<file path="src/rtl/vmu_spm_arbiter.sv">
// Round-robin arbiter sharing one SPM read/write port among NUM_REQ LSU channels,
// with registered SPM command outputs and tagged read-data return routing.
module vmu_spm_arbiter #(
   parameter int NUM_REQ    = 4,
   parameter int ADDR_WIDTH = 32,
   parameter int DATA_WIDTH = 64,
   parameter int MEMR_DELAY = 2,
   parameter int CNT_WIDTH  = 16
) (
   input  logic                             clk,
   input  logic                             rst_n,
   input  logic [NUM_REQ-1:0]               i_req_vld,
   input  logic [NUM_REQ-1:0]               i_req_we,
   input  logic [NUM_REQ*ADDR_WIDTH-1:0]    i_req_addr,
   input  logic [NUM_REQ*DATA_WIDTH-1:0]    i_req_wdata,
   output logic [NUM_REQ-1:0]               o_req_gnt,
   output logic [NUM_REQ-1:0]               o_rsp_vld,
   output logic [DATA_WIDTH-1:0]            o_rsp_rdata,
   output logic                             o_vmu_spm_rden,
   output logic                             o_vmu_spm_wren,
   output logic [ADDR_WIDTH-1:0]            o_vmu_spm_rdaddr,
   output logic [ADDR_WIDTH-1:0]            o_vmu_spm_wraddr,
   output logic [DATA_WIDTH-1:0]            o_vmu_spm_wdata,
   input  logic [DATA_WIDTH-1:0]            i_spm_rdata,
   output logic [CNT_WIDTH-1:0]             o_conflict_cnt
);

   localparam int PW = (NUM_REQ > 1) ? $clog2(NUM_REQ) : 1;

   logic [NUM_REQ-1:0][ADDR_WIDTH-1:0] addr_a;
   logic [NUM_REQ-1:0][DATA_WIDTH-1:0] wdata_a;
   logic [PW-1:0]                      ptr, win, idx;
   logic                               any_vld;
   logic                               multi_vld;

   // Read tag pipe: stage 0 is loaded at the grant edge, stage MEMR_DELAY
   // lines up with the SPM data.
   logic [MEMR_DELAY:0]                vld_pipe;
   logic [MEMR_DELAY:0][PW-1:0]        tag_pipe;

   assign addr_a  = i_req_addr;
   assign wdata_a = i_req_wdata;

   // Scan from furthest to nearest so the channel closest to ptr wins last.
   always_comb begin
      win     = ptr;
      idx     = ptr;
      any_vld = 1'b0;
      for (int i = NUM_REQ-1; i >= 0; i--) begin
         idx = PW'((int'(ptr) + i) % NUM_REQ);
         if (i_req_vld[idx]) begin
            win     = idx;
            any_vld = 1'b1;
         end
      end
   end

   assign o_req_gnt   = any_vld ? (NUM_REQ'(1) << win) : '0;
   assign multi_vld   = |(i_req_vld & (i_req_vld - NUM_REQ'(1)));
   assign o_rsp_rdata = i_spm_rdata;

   always_comb begin
      o_rsp_vld = '0;
      if (vld_pipe[MEMR_DELAY]) o_rsp_vld[tag_pipe[MEMR_DELAY]] = 1'b1;
   end

   always_ff @(posedge clk) begin
      if (!rst_n) begin
         ptr              <= '0;
         o_vmu_spm_rden   <= 1'b0;
         o_vmu_spm_wren   <= 1'b0;
         o_vmu_spm_rdaddr <= '0;
         o_vmu_spm_wraddr <= '0;
         o_vmu_spm_wdata  <= '0;
         vld_pipe         <= '0;
         tag_pipe         <= '0;
         o_conflict_cnt   <= '0;
      end else begin
         o_vmu_spm_rden <= 1'b0;
         o_vmu_spm_wren <= 1'b0;
         if (any_vld) begin
            ptr <= (win == PW'(NUM_REQ-1)) ? '0 : win + 1'b1;
            if (i_req_we[win]) begin
               o_vmu_spm_wren   <= 1'b1;
               o_vmu_spm_wraddr <= addr_a[win];
               o_vmu_spm_wdata  <= wdata_a[win];
            end else begin
               o_vmu_spm_rden   <= 1'b1;
               o_vmu_spm_rdaddr <= addr_a[win];
            end
         end
         vld_pipe <= {vld_pipe[MEMR_DELAY-1:0], any_vld & ~i_req_we[win]};
         tag_pipe <= {tag_pipe[MEMR_DELAY-1:0], win};
         if (multi_vld && o_conflict_cnt != '1)
            o_conflict_cnt <= o_conflict_cnt + 1'b1;
      end
   end

endmodule

</file>
<file path="config.mk">
export PLATFORM = sky130hd
export DESIGN_NAME = vmu_spm_arbiter
export DESIGN_NICKNAME = d
export VERILOG_FILES = /design/src/rtl/vmu_spm_arbiter.sv
export SDC_FILE = /design/constraint.sdc
export NUM_CORES = 1
export LEC_CHECK = 0
export ABC_AREA = 1
export CORE_AREA = 2 2 266 268
export DETAILED_ROUTE_END_ITERATION = 7
export DIE_AREA = 0 0 268 270
export HOLD_SLACK_MARGIN = 0.03
export SYNTH_ARGS = -nofsm -noshare
export SYNTH_HDL_FRONTEND = slang
export SYNTH_SLANG_ARGS = --single-unit
</file>
<file path="constraint.sdc">
create_clock -name clk -period 3.4 [get_ports clk]
set_clock_uncertainty 0.1 [all_clocks]
set_input_delay 0.68 -clock clk [delete_from_list [all_inputs] [get_ports clk]]
set_output_delay 0.68 -clock clk [all_outputs]
set_load 0.03 [all_outputs]
</file>
==> flow_metrics.py <==
metrics = {
    "floorplanning": {
        "fp.dieArea_mm2": 0.07236,
        "start_util_pct": 15.46,
        "placementRows": 97,
        "die_w_um": 268,
        "floorplan.die.height_um": 270,
        "floorplan.io_pins": 676,
        "core_region_area_mm2": 0.06954,
    },
    "cells_and_area": {
        "syn_to_final_growth_pct": 65.62,
        "final_cell_count_without_fillers": 3321,
        "final_core_util_pct": 25.61,
        "post_route_cells_drive_above_1_share_pct": 5.170,
        "finalNetCount": 2830,
    },
    "placement": {
        "instance_count_after_placement_with_tap_cells_included": 3285,
        "dp.final_hpwl_um": 41410,
        "io_buffer_count": 547,
        "globalplace.congestion": 0.8405,
    },
    "route": {
        "routed_via_density": 3.834,
        "dr_total_vias": 12732,
        "post_route_antenna_net_violation_count": 0,
        "wirelength_um": 51250,
        "route.detailed.wl_per_inst_um": 15.43,
        "drtIter0Drc": 506,
        "drt-pass1-iter-count": 5,
        "post-route-drc-count": 0,
    },
    "synth": {
        "synthFlopType": "sky130_fd_sc_hd__dfxtp_1",
        "syn-instance-count": 1912,
        "synth_top_area_cell": "sky130_fd_sc_hd__dfxtp_1",
        "yosys_warnings": 0,
        "synth.ff_latch_count": 157,
        "synth_seq_area_share_pct": 29.23,
        "post-synth-top-count-cell": "sky130_fd_sc_hd__nand2_1",
        "syn-num-nets": 2375,
        "synth.avg_cell_area_um2": 5.623,
        "synth_top_cell_area_share_pct": 29.23,
        "netlist_top_cells_count": "509 x sky130_fd_sc_hd__nand2_1, 344 x sky130_fd_sc_hd__inv_1, 244 x sky130_fd_sc_hd__nor2_1, 165 x sky130_fd_sc_hd__nand3_1, 157 x sky130_fd_sc_hd__dfxtp_1",
        "synth-edff-count": 0,
        "ys_types": 27,
        "postSynth.asyncResetShare_pct": 0,
        "yosys-top-cells-area": "sky130_fd_sc_hd__dfxtp_1 29%, sky130_fd_sc_hd__nand2_1 18%, sky130_fd_sc_hd__inv_1 12%",
        "synth.cell_area_mm2": 0.01075,
    },
    "clock_network": {
        "ctsHoldBuffers": 0,
        "worstSkewPairLatency_ns": 0.47,
        "cts_root_buf": "sky130_fd_sc_hd__clkbuf_16",
        "cts_num_sinks": 157,
        "ctsHtreeMaxLevel": 4,
        "tritoncts_clock_tree": "done",
        "max-clock-path-buffers": 2,
        "total_cts_buffers": 17,
        "clkSlewWorstSetupHoldPaths_ns": 0.07,
    },
    "power": {
        "power_per_cell_area_mw_per_mm2": 1204,
        "peakVddDrop_mv": 0.6884,
        "static_leak_nw": 8.496,
    },
    "timing": {
        "max_clock_freq_mhz": 304.8,
        "fin_setup_tns_ns": 0,
        "tightest_slew_ns": 0.6003,
        "fin_crit_ns": 3.281,
        "setup_viol": 0,
        "finalHoldViolations": 0,
        "final_clock_period_utilization_by_the_worst_path_pct": 96.50,
        "max-slew-margin-rel_pct": 59.98,
        "final-max-slew-violation-count": 0,
    },
    "global_routing": {
        "track_usage_pct": 13.83,
        "first_global_vias": 12002,
        "grt.overflow.total": 0,
        "antenna_violations_before_repair": 13,
        "grt_max_degree": 99,
        "grt_first_pass_wirelength_um": 73460,
    },
    "worst_hold_path": {
        "path_type_of_the_worst_min_delay_path": "register to register",
    },
    "critical_path": {
        "crit_type": "input port to primary output",
        "setup.worst_path.start_class": "input port",
        "crit_required_ns": 2.62,
        "critical_path.endpoint_type": "primary output",
        "worst_ep_arrival_time_ns": 2.50,
        "r2r_slack_ns": 0.58,
        "crit_fanout": 7,
    },
    "run": {
        "max_cap_violations": 0,
    },
    "run_status": {
        "run_status": "finished clean",
    },
}
==> cell type report <==
| class | count | area, um^2 |
|---|---|---|
| Antenna cell | 2 | 5.005 |
| Clock buffer | 20 | 446.7 |
| Clock inverter | 11 | 133.9 |
| Fill cell | 7820 | 51740 |
| Inverter | 350 | 1320 |
| Multi-Input combinational cell | 1226 | 5336 |
| Sequential cell | 157 | 3144 |
| Tap cell | 940 | 1176 |
| Timing Repair Buffer | 615 | 6245 |
==> cells by family (layout without fill, tap and decap cells) <==
logic type,after synthesis,in the layout,share of synthesized area [%]
fa+ha+maj,5,5,0.5819
xor+xnor,2,2,0.1630
simple gates,933,933,34.97
other cells,0,2,0
flops,157,157,29.23
compound gates,286,286,13.48
buf+inv,529,996,21.58
==> cell usage in the layout, fill, tap and decap left out, drive strengths merged, types with 4 or more instances in the layout <==
master,netlist,layout
nor2,244,244
nand4,4,4
clkbuf,52,20
nor3,6,6
a21oi,140,140
nand2,512,512
clkinv,1,6
clkdlybuf4s50,0,540
dfxtp,157,157
o21ai,141,141
ha,5,5
buf,127,73
inv,349,351
nand3,166,166
==> state kept, by name, summed over array words and instances, names as in the netlist <==
name	flops
o_vmu_spm_wren	1
vld_pipe	3
ptr	2
tag_pipe	6
o_vmu_spm_wraddr	32
o_vmu_spm_wdata	64
o_vmu_spm_rden	1
o_conflict_cnt	16
o_vmu_spm_rdaddr	32
==> critical path: stages <==
cell and delay, ns:
sky130_fd_sc_hd__clkdlybuf4s50_1 0.49, sky130_fd_sc_hd__inv_1 0.06, sky130_fd_sc_hd__nand2_1 0.08, sky130_fd_sc_hd__nand3_1 0.08
sky130_fd_sc_hd__nand2_1 0.10, sky130_fd_sc_hd__inv_1 0.05, sky130_fd_sc_hd__nand2_1 0.06, sky130_fd_sc_hd__nand2_2 0.08
sky130_fd_sc_hd__nand2_2 0.08, sky130_fd_sc_hd__nand2_4 0.07, sky130_fd_sc_hd__nand2_8 0.11, sky130_fd_sc_hd__clkinvlp_4 0.10
sky130_fd_sc_hd__ha_1 0.20, sky130_fd_sc_hd__inv_1 0.05, sky130_fd_sc_hd__nor2_1 0.04, sky130_fd_sc_hd__buf_4 0.16
==> worst paths after layout <==
| check | from | end | cells after the start |
|---|---|---|---|
| max reg2reg | ptr[0] | o_vmu_spm_wdata[57] | 19 |
| min | tag_pipe[3] | tag_pipe[5] | 2 |
| max | i_req_vld[2] | o_req_gnt[2] | 16 |
| min reg2reg | tag_pipe[3] | tag_pipe[5] | 2 |
==> repair_timing <==
action,4_1_cts,5_1_grt
resized for setup,1,7
buffers inserted,0,3
pin swaps,0,2
endpoints found under the setup margin,2,3
==> where the power goes <==
part / internal (mW) / switching (mW) / total [mW]
sequential: 2.58 / 0.362 / 2.95
clock: 1.11 / 0.898 / 2.00
combinational: 6.08 / 10.4 / 16.5
==> per-stage QoR <==
step	instance area, um^2	worst slack (ns)	hold slack, ns	power, mW
2_1_floorplan	10750	0.1566	0.2905	13.04
3_3_place_gp	17180	0.04071	0.2939	19.59
3_5_place_dp	17180	0.03632	0.3014	19.66
4_1_cts	17760	0.03583	0.3154	21.80
5_1_grt	17800	-0.004237	0.3439	23.63
6_report	17810	0.1190	0.3136	21.44
==> layer usage <==
| layer | vias up | GRT usage (%) | share of wire, % | wire length (um) |
|---|---|---|---|---|
| li1 | 6653 | - | - | - |
| met1 | 5467 | 15.54 | 41 | 21180 |
| met2 | 502 | 23.35 | 47 | 23860 |
| met3 | 98 | 4.249 | 7.7 | 3945 |
| met4 | 12 | 7.218 | 4.3 | 2185 |
| met5 | - | 0 | 0.14 | 71 |
(Power assumes the default switching activity.)
